`src/rtl/ikaopll_pg_multislot.sv`:
```
// Time-multiplexed FM phase generator: per-slot PM, block shift and MUL feed a
// slot-addressed phase store; the top OUT_W phase bits leave tagged with their slot.
module ikaopll_pg_multislot #(
  parameter int SLOTS   = 18,
  parameter int FNUM_W  = 9,
  parameter int BLOCK_W = 3,
  parameter int PHASE_W = 19,
  parameter int OUT_W   = 10
) (
  input  logic               i_EMUCLK,
  input  logic               i_RST,
  input  logic               i_CEN_n,
  input  logic               i_SLOT_SYNC,
  input  logic [FNUM_W-1:0]  i_FNUM,
  input  logic [BLOCK_W-1:0] i_BLOCK,
  input  logic [3:0]         i_MUL,
  input  logic               i_PM,
  input  logic [2:0]         i_PMVAL,
  input  logic               i_PHASE_RST,
  input  logic               i_FREEZE,
  output logic [4:0]         o_SLOT,
  output logic [OUT_W-1:0]   o_PHASE,
  output logic               o_VALID
);
  localparam int D_W = FNUM_W + 1;
  localparam int S_W = D_W + (1 << BLOCK_W) - 1;
  localparam logic [4:0] LAST_SLOT = 5'(SLOTS - 1);

  logic [4:0]         slot_q, slot_d;
  logic [FNUM_W-1:0]  pm_mag_s;
  logic [D_W-1:0]     pm_base_s, pm_ext_s, d_s;
  logic [S_W-1:0]     shl_s, s1_val_d;
  logic [S_W-1:0]     s1_val_q;
  logic [3:0]         s1_mul_q;
  logic [4:0]         s1_slot_q;
  logic               s1_prst_q, s1_frz_q, v1_q;
  logic [S_W-1:0]     mul_base_s;
  logic [3:0]         mul_fac_s;
  logic [PHASE_W-1:0] delta_d, prev_d;
  logic [PHASE_W-1:0] s2_delta_q, s2_prev_q;
  logic [4:0]         s2_slot_q;
  logic               v2_q;
  logic [PHASE_W-1:0] new_s;
  logic [PHASE_W-1:0] store_q [SLOTS];

  // Input slot counter: sync load beats increment and wrap.
  always_comb begin
    slot_d = slot_q;
    if (i_SLOT_SYNC) begin
      slot_d = 5'd0;
    end else if (slot_q == LAST_SLOT) begin
      slot_d = 5'd0;
    end else begin
      slot_d = slot_q + 5'd1;
    end
  end

  // Stage 1 datapath: PM offset on the doubled F-number, then octave shift.
  always_comb begin
    pm_mag_s = '0;
    if (i_PM && (i_PMVAL[1:0] != 2'd0)) begin
      if (i_PMVAL[1:0] == 2'd2) begin
        pm_mag_s = i_FNUM >> (FNUM_W - 3);
      end else begin
        pm_mag_s = i_FNUM >> (FNUM_W - 2);
      end
    end else begin
      pm_mag_s = '0;
    end
    pm_base_s = {i_FNUM, 1'b0};
    pm_ext_s  = {1'b0, pm_mag_s};
    if (i_PMVAL[2]) begin
      if (pm_base_s < pm_ext_s) begin
        d_s = '0;
      end else begin
        d_s = pm_base_s - pm_ext_s;
      end
    end else begin
      d_s = pm_base_s + pm_ext_s;
    end
    shl_s    = {{(S_W - D_W){1'b0}}, d_s} << i_BLOCK;
    s1_val_d = shl_s >> 1;
  end

  // Stage 2 datapath: MUL factor lookup and phase store read for the slot.
  always_comb begin
    mul_base_s = s1_val_q;
    mul_fac_s  = s1_mul_q;
    case (s1_mul_q)
      4'd0: begin
        mul_base_s = s1_val_q >> 1;
        mul_fac_s  = 4'd1;
      end
      4'd10, 4'd11: mul_fac_s = 4'd10;
      4'd12, 4'd13: mul_fac_s = 4'd12;
      4'd14, 4'd15: mul_fac_s = 4'd15;
      default:      mul_fac_s = s1_mul_q;
    endcase
    // Truncating the operands first gives the same low PHASE_W product bits.
    if (s1_frz_q) begin
      delta_d = '0;
    end else begin
      delta_d = PHASE_W'(mul_base_s) * PHASE_W'(mul_fac_s);
    end
    if (s1_prst_q) begin
      prev_d = '0;
    end else begin
      prev_d = store_q[s1_slot_q];
    end
  end

  // Stage 3 datapath: modular accumulate.
  always_comb begin
    new_s = s2_prev_q + s2_delta_q;
  end

  // Pipeline, slot counter, phase store and output registers.
  always_ff @(posedge i_EMUCLK) begin
    if (i_RST) begin
      slot_q     <= 5'd0;
      s1_val_q   <= '0;
      s1_mul_q   <= 4'd0;
      s1_slot_q  <= 5'd0;
      s1_prst_q  <= 1'b0;
      s1_frz_q   <= 1'b0;
      v1_q       <= 1'b0;
      s2_delta_q <= '0;
      s2_prev_q  <= '0;
      s2_slot_q  <= 5'd0;
      v2_q       <= 1'b0;
      o_SLOT     <= 5'd0;
      o_PHASE    <= '0;
      o_VALID    <= 1'b0;
      for (int i = 0; i < SLOTS; i++) begin
        store_q[i] <= '0;
      end
    end else if (!i_CEN_n) begin
      slot_q     <= slot_d;
      s1_val_q   <= s1_val_d;
      s1_mul_q   <= i_MUL;
      s1_slot_q  <= slot_q;
      s1_prst_q  <= i_PHASE_RST;
      s1_frz_q   <= i_FREEZE;
      v1_q       <= 1'b1;
      s2_delta_q <= delta_d;
      s2_prev_q  <= prev_d;
      s2_slot_q  <= s1_slot_q;
      v2_q       <= v1_q;
      store_q[s2_slot_q] <= new_s;
      o_SLOT     <= s2_slot_q;
      o_PHASE    <= new_s[PHASE_W-1 -: OUT_W];
      o_VALID    <= v2_q;
    end
  end
endmodule

```
`config.mk`:
```
export PLATFORM = sky130hd
export DESIGN_NAME = ikaopll_pg_multislot
export DESIGN_NICKNAME = d
export VERILOG_FILES = /design/src/rtl/ikaopll_pg_multislot.sv
export SDC_FILE = /design/constraint.sdc
export NUM_CORES = 1
export LEC_CHECK = 0
export CORE_MARGIN = 1.5
export CORE_UTILIZATION = 40
export DETAILED_ROUTE_END_ITERATION = 10
export PLACE_DENSITY = 0.61
export SYNTH_ARGS = -nofsm -noshare
export SYNTH_HDL_FRONTEND = slang
export SYNTH_SLANG_ARGS = --single-unit
```
`constraint.sdc`:
```
create_clock -name i_EMUCLK -period 6 [get_ports i_EMUCLK]
set_input_delay 0.9 -clock i_EMUCLK [delete_from_list [all_inputs] [get_ports i_EMUCLK]]
set_output_delay 0.9 -clock i_EMUCLK [all_outputs]
set_load 0.005 [all_outputs]
```
=== Word level (Yosys, flattened, before mapping) ===
Memory sizes are Yosys's and may differ from the RTL's. A register that Yosys moved wholly into a read port is not among the register bits.
Index checks and enable logic that the tools add are counted.

* Flip-flop bits (word level): 93
* Memory bits (writable): 342
* Bits of input ports: 26
* Output and inout bits: 16
* Word-level logic and storage cells: 57
* Memories: 1

* $add $sub $neg: 4
* Multipliers: 1
* $lt $le $gt $ge: 1
* Equality and inequality tests: 8
* Shifts and indexed selects: 1
* Muxes and demuxes: 20
* Reductions and logical operators: 7

{| class="wikitable"
|+ Memories
! name !! depth !! bits a word !! rd ports !! clocked after memory_dff !! write ports !! line !! RTL
|-
| store_q || 18 || 19 || 1 || 1 || 18 || 44 || <nowiki>logic [PHASE_W-1:0] store_q [SLOTS];</nowiki>
|}

{| class="wikitable"
|+ Operator list
! cell !! count
|-
| 2-to-1 mux 19 bit || 3
|-
| 2-to-1 mux 5 bit || 5
|-
| equality test 4 bit (second input constant) || 6
|-
| 2-to-1 mux 10 bit || 2
|-
| adder 19 bit || 1
|-
| multiplier 17 x 4 -> 19 bit || 1
|-
| OR reduction 19 bit || 1
|-
| left shift 10 x 3 -> 17 bit || 1
|-
| 2-to-1 mux 16 bit || 1
|-
| case mux 4 bit (4 select lines) || 1
|-
| adder 10 x 9 -> 10 bit || 1
|-
| < comparator 10 x 9 -> 1 bit || 1
|-
| subtractor 10 x 9 -> 10 bit || 1
|-
| 2-to-1 mux 9 bit || 1
|-
| 2-to-1 mux 1 bit || 6
|-
| OR reduction 2 bit || 3
|-
| adder 5 x 1 -> 5 bit (second input constant) || 1
|-
| equality test 5 bit (second input constant) || 1
|-
| logical NOT 4 bit || 1
|-
| 2-to-1 mux 3 bit || 1
|-
| equality test 2 bit (second input constant) || 1
|-
| nonzero test 2 bit || 1
|-
| logical AND 1 bit || 1
|}

=== Logic depth before layout (Yosys ltp) ===
Gate-level depths: netlist of run 1.

* Word-level depth: 7
* Mapped depth: 17
* Mapped depth without buffers: 16

=== Worst setup path before layout of run 1 ===
Ideal clock, no wire load.

* Path kind: register -> register
* Start point: reg s1_mul_q[0]
* End point: reg s2_delta_q[18]
* Library setup time: 119 ps
* Arrival time: 4009 ps
* Required time: 5881 ps
* Slack: 1871 ps
* Stages on the path, launching flop included: 15
* Path buffers: 1
* Period minus slack after synthesis: 4129 ps
* Cell sequence: dfxtp_1 > nor4_2 > clkbuf_1 > mux2i_1 > nor2_1 > fa_1 > fa_1 > a211oi_1 > o21ai_0 > a31oi_1 > o21ai_1 > o41a_1 > a31oi_1 > xnor2_1 > o21ai_1

* Cells in the longest elaborated chain, start to end: 5
* Elaborated cells between the ends (all ways): 14
* Classes of those cells: mul: 1; eq/ne: 6; mux: 3; reduce/logical: 4

{| class="wikitable"
|+ RTL lines
! item !! line !! RTL
|-
| start, declared || 34 || <nowiki>logic [3:0] s1_mul_q;</nowiki>
|-
| start signal, assigned || 140 || <nowiki>s1_mul_q <= i_MUL;</nowiki>
|-
| equality test 4 bit || 89 || <nowiki>case (s1_mul_q)</nowiki>
|-
| OR reduction 2 bit || 89 ||
|-
| case mux 4 bit (4 select lines) || 89 ||
|-
| multiplier 17 x 4 -> 19 bit * || 103 || <nowiki>delta_d = PHASE_W'(mul_base_s) * PHASE_W'(mul_fac_s);</nowiki>
|-
| 2-to-1 mux 19 bit * || 100 || <nowiki>if (s1_frz_q) begin</nowiki>
|-
| end signal, assigned || 145 || <nowiki>s2_delta_q <= delta_d;</nowiki>
|-
| end, declared || 40 || <nowiki>logic [PHASE_W-1:0] s2_delta_q, s2_prev_q;</nowiki>
|}

Every way passes the cells marked *; elsewhere a longest branch is shown, timed or not.
A chain may end at the register's enable or synchronous reset.

=== Worst setup path after layout of run 1 ===
* Start point: reg s1_mul_q[3]
* End point: reg s2_delta_q[18]

The elaborated chain is that of the path after synthesis.

==> results.cfg, run 1 <==
[critical_path]
cpMaxStageDelayCell = nor4_4
arrival_ps = 5240
cp_max_fo = 20
rr_endpoint = s2_delta_q[18]
path_buf_inv = 0
r2r_slack_ps = 1260
worst-endpoint-required_ps = 6500
worstSetupStartpoint = s1_mul_q[3]
crit_type = reg -> reg
critPathCapture = s2_delta_q[18]
path_depth = 13
r2r-start = s1_mul_q[3]
cp_cell_sequence = nor4_4 -> mux2i_1 -> nor2_1 -> fa_1 -> fa_1 -> a211oi_1 -> o21ai_0 -> a31oi_1 -> o21ai_1 -> o41a_1 -> a31oi_1 -> xnor2_1 -> o21ai_1
crit_family = compound AO/OA/AOI/OAI gates
cp_slowest_stage_delay_ps = 1040
endpoint_kind = register
cp-start-kind = register
rr_worst_depth = 13

[power_and_ir_drop]
p_total_mw = 10.7
p_leak_nw = 12.2
ir_drop_v = 0.000259
p_switching_mw = 2.33
switching_share = 0.218
seq_power_share = 0.514
p_clk_frac = 0.430
intPower_mw = 8.33
power.density_mw_per_mm2 = 297
pwr-share-comb = 0.056

[clocking]
tritoncts_num_sinks = 706
htree_num_levels = 3
path_clk_slew_ps = 70
ctsResizeCount = 0
hold_buffers = 0
post_cts_buffers = 0
cts_buffer_depth = 3
cts_root_buf = clkbuf_16
numCtsBuffers = 73
clk_latency_ps = 610
cts_tree = done

[yosys]
post-synth-top-count-cell = edfxtp_1
synthTopCellsByArea = edfxtp_1 (57%), mux4_2 (14%), dfxtp_1 (6.2%)
yosysTopAreaCellShare = 0.573
synth_compound_area_frac = 0.0388
synth_edf_count = 608
synth_xor_xnor_area_share = 0.00884
synthCells = 2186
synth.mux.area_fraction = 0.155
async_flop_share = 0
yosysSeqAreaShare = 0.635
yosys_warnings = 0
synth.largest_area_cell = edfxtp_1
synthAdderAreaFrac = 0.0376
synth_ff_type = edfxtp_1
syn_avg_cell_area_sq_um = 14.6
syn_area_sq_mm = 0.0318
ys_seq_elements = 706
yosys.area_share.simple = 0.0967
synth_fp_nets = 2289
synth_top_family_by_area = multiplexers
synth_common_cells = edfxtp_1 (608), nor2_1 (398), mux4_2 (191), nand2_1 (141), dfxtp_1 (98)
synth.distinct_cells = 74

[floorplanning]
die_y_um = 285
design.core.area_sq_mm = 0.0789
initial_core_util = 0.404
die_w_um = 285
io_pins = 42
die-area_sq_mm = 0.0813
num_rows = 103

[place]
io_buffer_count = 41
placed_area_sq_mm = 0.0335
gp_congestion = 0.844
dp_hpwl_mm = 49.1

[layout]
area_delta_synth_final_pct = 12.8
nFillCells = 6910
antenna_cells = 0
drive_above_1_share = 0.178
nets = 2312
fin_area_sq_mm = 0.0359

[drt]
num_vias = 18295
viasPerCell = 5.51
wl_per_cell_um = 23.5
wl_mm = 77.9
drtIter0Drc = 1709
antenna_left = 0
drc = 0
drtPass1Iterations = 5

[grt]
grt_max_degree = 78
overflow = 0
grt_pass1_wl_mm = 117
antenna_found_initial = 0
grt_pass1_vias = 18737
grt.total_usage = 0.193

[hold_path]
hold_path.class = reg -> reg

[run]
maxCapViolCount = 0

[sta]
holdWs_ps = 440
hold_viol = 0
period_minus_slack_ps = 4740
slew-limit-headroom = 0.140
fin_skew_ps = 23.2
tightest_slew_ps = 1290
setup_viol = 0
rsz0062_at_grt = false
drv_slew = 0
fmax_mhz = 211
fin_crit_sh = 0.790
setup_tns_ps = 0

[status]
outcome = finished, final reports clean
==> power by group through the flow <==
stage / Clock [mW] / Combinational, mW / Sequential (mW)
2_1_floorplan: 0 / 0.399 / 5.55
3_3_place_gp: 0 / 0.586 / 5.57
3_5_place_dp: 0 / 0.596 / 5.58
4_1_cts: 4.67 / 0.598 / 5.48
5_1_grt: 4.87 / 0.644 / 5.49
6_report: 4.59 / 0.595 / 5.48
==> worst reg2reg max path, stage by stage, from the launching register on <==
cell	delay, ps
dfxtp_1	510
nor4_4	1040
mux2i_1	270
nor2_1	80
fa_1	520
fa_1	450
a211oi_1	310
o21ai_0	140
a31oi_1	330
o21ai_1	180
o41a_1	370
a31oi_1	220
xnor2_1	140
o21ai_1	70
==> worst min-delay path by stage <==
stage,slack [ps],depth (start not counted),to,startpoint
2_1_floorplan,420,2,v1_q,v1_q
3_3_place_gp,430,2,v1_q,v1_q
3_5_place_dp,430,2,o_PHASE[6],o_PHASE[6]
4_1_cts,440,2,o_PHASE[0],o_PHASE[0]
5_1_grt,470,2,o_PHASE[6],o_PHASE[6]
6_report,440,2,o_PHASE[0],o_PHASE[0]
==> final cells by class <==
class	instances	area, sq um	share of cell area
sequential	706	20200	0.563
multi-input combinational	1251	10800	0.300
clock buffer	108	2170	0.0603
tap	1050	1310	0.0366
timing repair buffer	92	833	0.0232
inverter	85	319	0.00889
clock inverter	27	269	0.00749
==> cells by family after synthesis <==
family | Yosys count
flops | 706
fa+ha+maj | 77
mux | 252
compound gates | 186
buf+inv | 229
xor+xnor | 30
simple gates | 706
==> metal layers <==
| metal | routed length, um | share of wire | vias up | GRT usage |
|---|---|---|---|---|
| met5 | 0 | 0 | - | 0 |
| met4 | 1640 | 0.021 | 0 | 0.0548 |
| met3 | 5450 | 0.070 | 98 | 0.0409 |
| met2 | 37800 | 0.48 | 553 | 0.314 |
| met1 | 33000 | 0.42 | 9485 | 0.262 |
| li1 | - | - | 8159 | - |
==> layout by cell type, fill, tap and decap left out, drive strengths merged, types with 4 or more instances in the layout <==
| cell | synthesis | final |
|---|---|---|
| edfxtp | 608 | 608 |
| nor2 | 409 | 409 |
| mux4 | 191 | 191 |
| nand2 | 142 | 142 |
| clkbuf | 95 | 108 |
| dfxtp | 98 | 98 |
| inv | 84 | 87 |
| o21ai | 78 | 78 |
| buf | 49 | 53 |
| mux2i | 49 | 49 |
| ha | 46 | 46 |
| and2 | 41 | 41 |
| clkdlybuf4s50 | 0 | 39 |
| fa | 31 | 31 |
| nand2b | 27 | 27 |
| a21oi | 21 | 21 |
| clkinv | 1 | 21 |
| nor3 | 18 | 18 |
| xnor2 | 16 | 16 |
| xor2 | 14 | 14 |
| a21o | 13 | 13 |
| mux2 | 12 | 12 |
| nand3 | 12 | 12 |
| a211oi | 12 | 12 |
| or3 | 11 | 11 |
| and3 | 9 | 9 |
| nand4 | 9 | 9 |
| nor2b | 8 | 8 |
| a31oi | 7 | 7 |
| o31ai | 6 | 6 |
| o221ai | 5 | 5 |
| or2 | 4 | 4 |
| a211o | 4 | 4 |
| a32o | 4 | 4 |
| bufinv | 0 | 4 |
| nor4 | 4 | 4 |
==> registers in the layout (all words and copies together) (netlist names), named ones only <==
name,flops
o_VALID,1
s1_slot_q,5
store_q,608
s2_prev_q,19
s2_delta_q,19
s1_frz_q,1
s1_val_q,16
v2_q,1
slot_q,5
s1_mul_q,4
s1_prst_q,1
o_SLOT,5
v1_q,1
s2_slot_q,5
o_PHASE,10
==> stage by stage <==
stage                     setup slack [ps]  utilization  instances
final                                 1260        0.455       3319
after global routing                   948        0.455       3319
after CTS                             1290        0.455       3319
after detailed placement              1310        0.424       3184
after global placement                1350        0.424       3184
after floorplan                       1870            -       2186
No activity file was read; power rests on OpenSTA's default activity.
==> run 2, diff against run 1 <==
==> constraint.sdc (replaced) <==
create_clock -name i_EMUCLK -period 4.9 [get_ports i_EMUCLK]
set_input_delay 0.735 -clock i_EMUCLK [delete_from_list [all_inputs] [get_ports i_EMUCLK]]
set_output_delay 0.735 -clock i_EMUCLK [all_outputs]
set_load 0.005 [all_outputs]
==> results.cfg, run 2 (synthesized netlist as in run 1, its figures left out) <==
[floorplanning]
die_y_um = 285
io_pins = 42
design.core.area_sq_mm = 0.0789
die_w_um = 285
num_rows = 103
die-area_sq_mm = 0.0813
initial_core_util = 0.404

[layout]
layout_common_cells = edfxtp_1 (608), nor2_1 (383), mux4_2 (191), nand2_1 (141), dfxtp_1 (94)
top_regs = store_q: 608 flops, s2_delta_q: 19 flops, s2_prev_q: 19 flops
drive_above_1_share = 0.192
fin_area_sq_mm = 0.0361
layout_commonest_cell = edfxtp_1
antenna_cells = 0
largest_register_ffs = 608
ff_latch_area_sq_mm = 0.0202
nets = 2347
multi_input_area_sq_mm = 0.0108
final_util = 0.458
nFillCells = 6919
largest_register = store_q
area_delta_synth_final_pct = 13.4

[critical_path]
r2r_slack_ps = 380
cpMaxStageDelayCell = dfxtp_1
rr_worst_depth = 15
cp_slowest_stage_delay_ps = 740
worst-endpoint-required_ps = 5380
crit_family = compound AO/OA/AOI/OAI gates
cpMostUsedCell = a21oi_1
cp_cell_sequence = and3_1 -> a21oi_1 -> o21ai_1 -> inv_1 -> nor2_1 -> fa_1 -> ha_1 -> a21o_1 -> a21oi_1 -> a21oi_1 -> a211oi_1 -> nor3_1 -> a2111oi_0 -> xor2_1 -> o21ai_0
arrival_ps = 5000
r2r-start = s1_mul_q[3]
rr_endpoint = s2_delta_q[17]
cp-start-kind = register
path_depth = 15
worstSetupStartpoint = s1_mul_q[3]
crit_type = reg -> reg
cp_max_fo = 20
path_buf_inv = 1
critPathCapture = s2_delta_q[17]
endpoint_kind = register

[grt]
antenna_found_initial = 3
grt_pass1_vias = 18777
grt_pass1_wl_mm = 119
grt.total_usage = 0.196
grt_max_degree = 52
overflow = 0

[clocking]
clk_latency_ps = 620
tritoncts_num_sinks = 706
path_clk_slew_ps = 60
numCtsBuffers = 75
htree_num_levels = 3
cts_tree = done
cts_root_buf = clkbuf_16
cts_buffer_depth = 3

[sta]
setup_viol = 0
fmax_mhz = 221
hold_viol = 0
tightest_slew_ps = 1210
holdWs_ps = 443
slew-limit-headroom = 0.193
fin_skew_ps = 25.0
setup_tns_ps = 0
period_minus_slack_ps = 4520
drv_slew = 0
rsz0062_at_grt = false
fin_crit_sh = 0.922

[place]
dp_hpwl_mm = 50.4
placed_area_sq_mm = 0.0337
gp_congestion = 0.857
io_buffer_count = 41

[drt]
drtIter0Drc = 1709
wl_per_cell_um = 23.6
viasPerCell = 5.57
drtPass1Iterations = 5
drc = 0
antenna_left = 0
wl_mm = 79.3
num_vias = 18682

[run]
maxCapViolCount = 0

[hold_path]
hold_path.class = reg -> reg

[power_and_ir_drop]
p_leak_nw = 12.3
ir_drop_v = 0.000229
power.density_mw_per_mm2 = 359

[status]
outcome = finished, final reports clean
[run 2: cell count changes in the layout (fill, tap and decap cells not counted), sizes merged]
cell      previous run  this run
buf                 53        86
clkinvlp             0         1
bufinv               4         3
clkbuf             108       100
inv                 87        90
clkinv              21        30
[run 2: power breakdown]
part	total, mW	switching (mW)	internal [mW]	leakage [nW]
clock network	5.51	2.36	3.15	1.18
registers	6.70	0.0672	6.63	6.70
logic	0.741	0.459	0.282	4.46
total	13.0	2.88	10.1	12.3
[run 2: timing repair]
item,CTS,global route
hold buffers,0,0
buffers inserted,0,2
setup endpoints to repair,0,4
gates resized for setup,0,1
[run 2: layout make-up]
cell class / instances / area share
clock inverters: 39 / 0.00949
inverters: 85 / 0.00884
multi-input cells: 1251 / 0.298
well taps: 1050 / 0.0364
repair buffers: 125 / 0.0296
flip-flops and latches: 706 / 0.560
clock buffers: 100 / 0.0571
[run 2: worst min path at each step]
| stage | startpoint | end | slack [ps] | depth (start not counted) |
|---|---|---|---|---|
| final | o_PHASE[7] | o_PHASE[7] | 440 | 2 |
| after global routing | o_PHASE[5] | o_PHASE[5] | 470 | 2 |
| after CTS | o_PHASE[7] | o_PHASE[7] | 450 | 2 |
| after detailed placement | o_PHASE[1] | o_PHASE[1] | 440 | 2 |
| after global placement | v1_q | v1_q | 430 | 2 |
| after floorplan | v1_q | v1_q | 420 | 2 |
[run 2: metal layers]
layer | GRT usage | share of wire | wire length, um | vias to the layer above
met5 | 0 | 0.00030 | 24 | -
met4 | 0.0742 | 0.034 | 2670 | 4
met3 | 0.0423 | 0.074 | 5850 | 139
met2 | 0.314 | 0.48 | 37900 | 623
met1 | 0.263 | 0.41 | 32900 | 9682
li1 | - | - | - | 8234
[run 2: worst min-delay path, cell delays in order (launching register included)]
cell	delay, ps
dfxtp_1	310
nand2_1	50
nand2_1	40
[run 2: metrics by stage]
stage	total power, mW	setup WS, ps	instances
detailed placement	7.57	249	3215
global placement	7.55	324	3215
floorplan	7.28	771	2186
CTS	13.1	252	3354
finish	13.0	385	3356
global route	13.3	12.7	3356
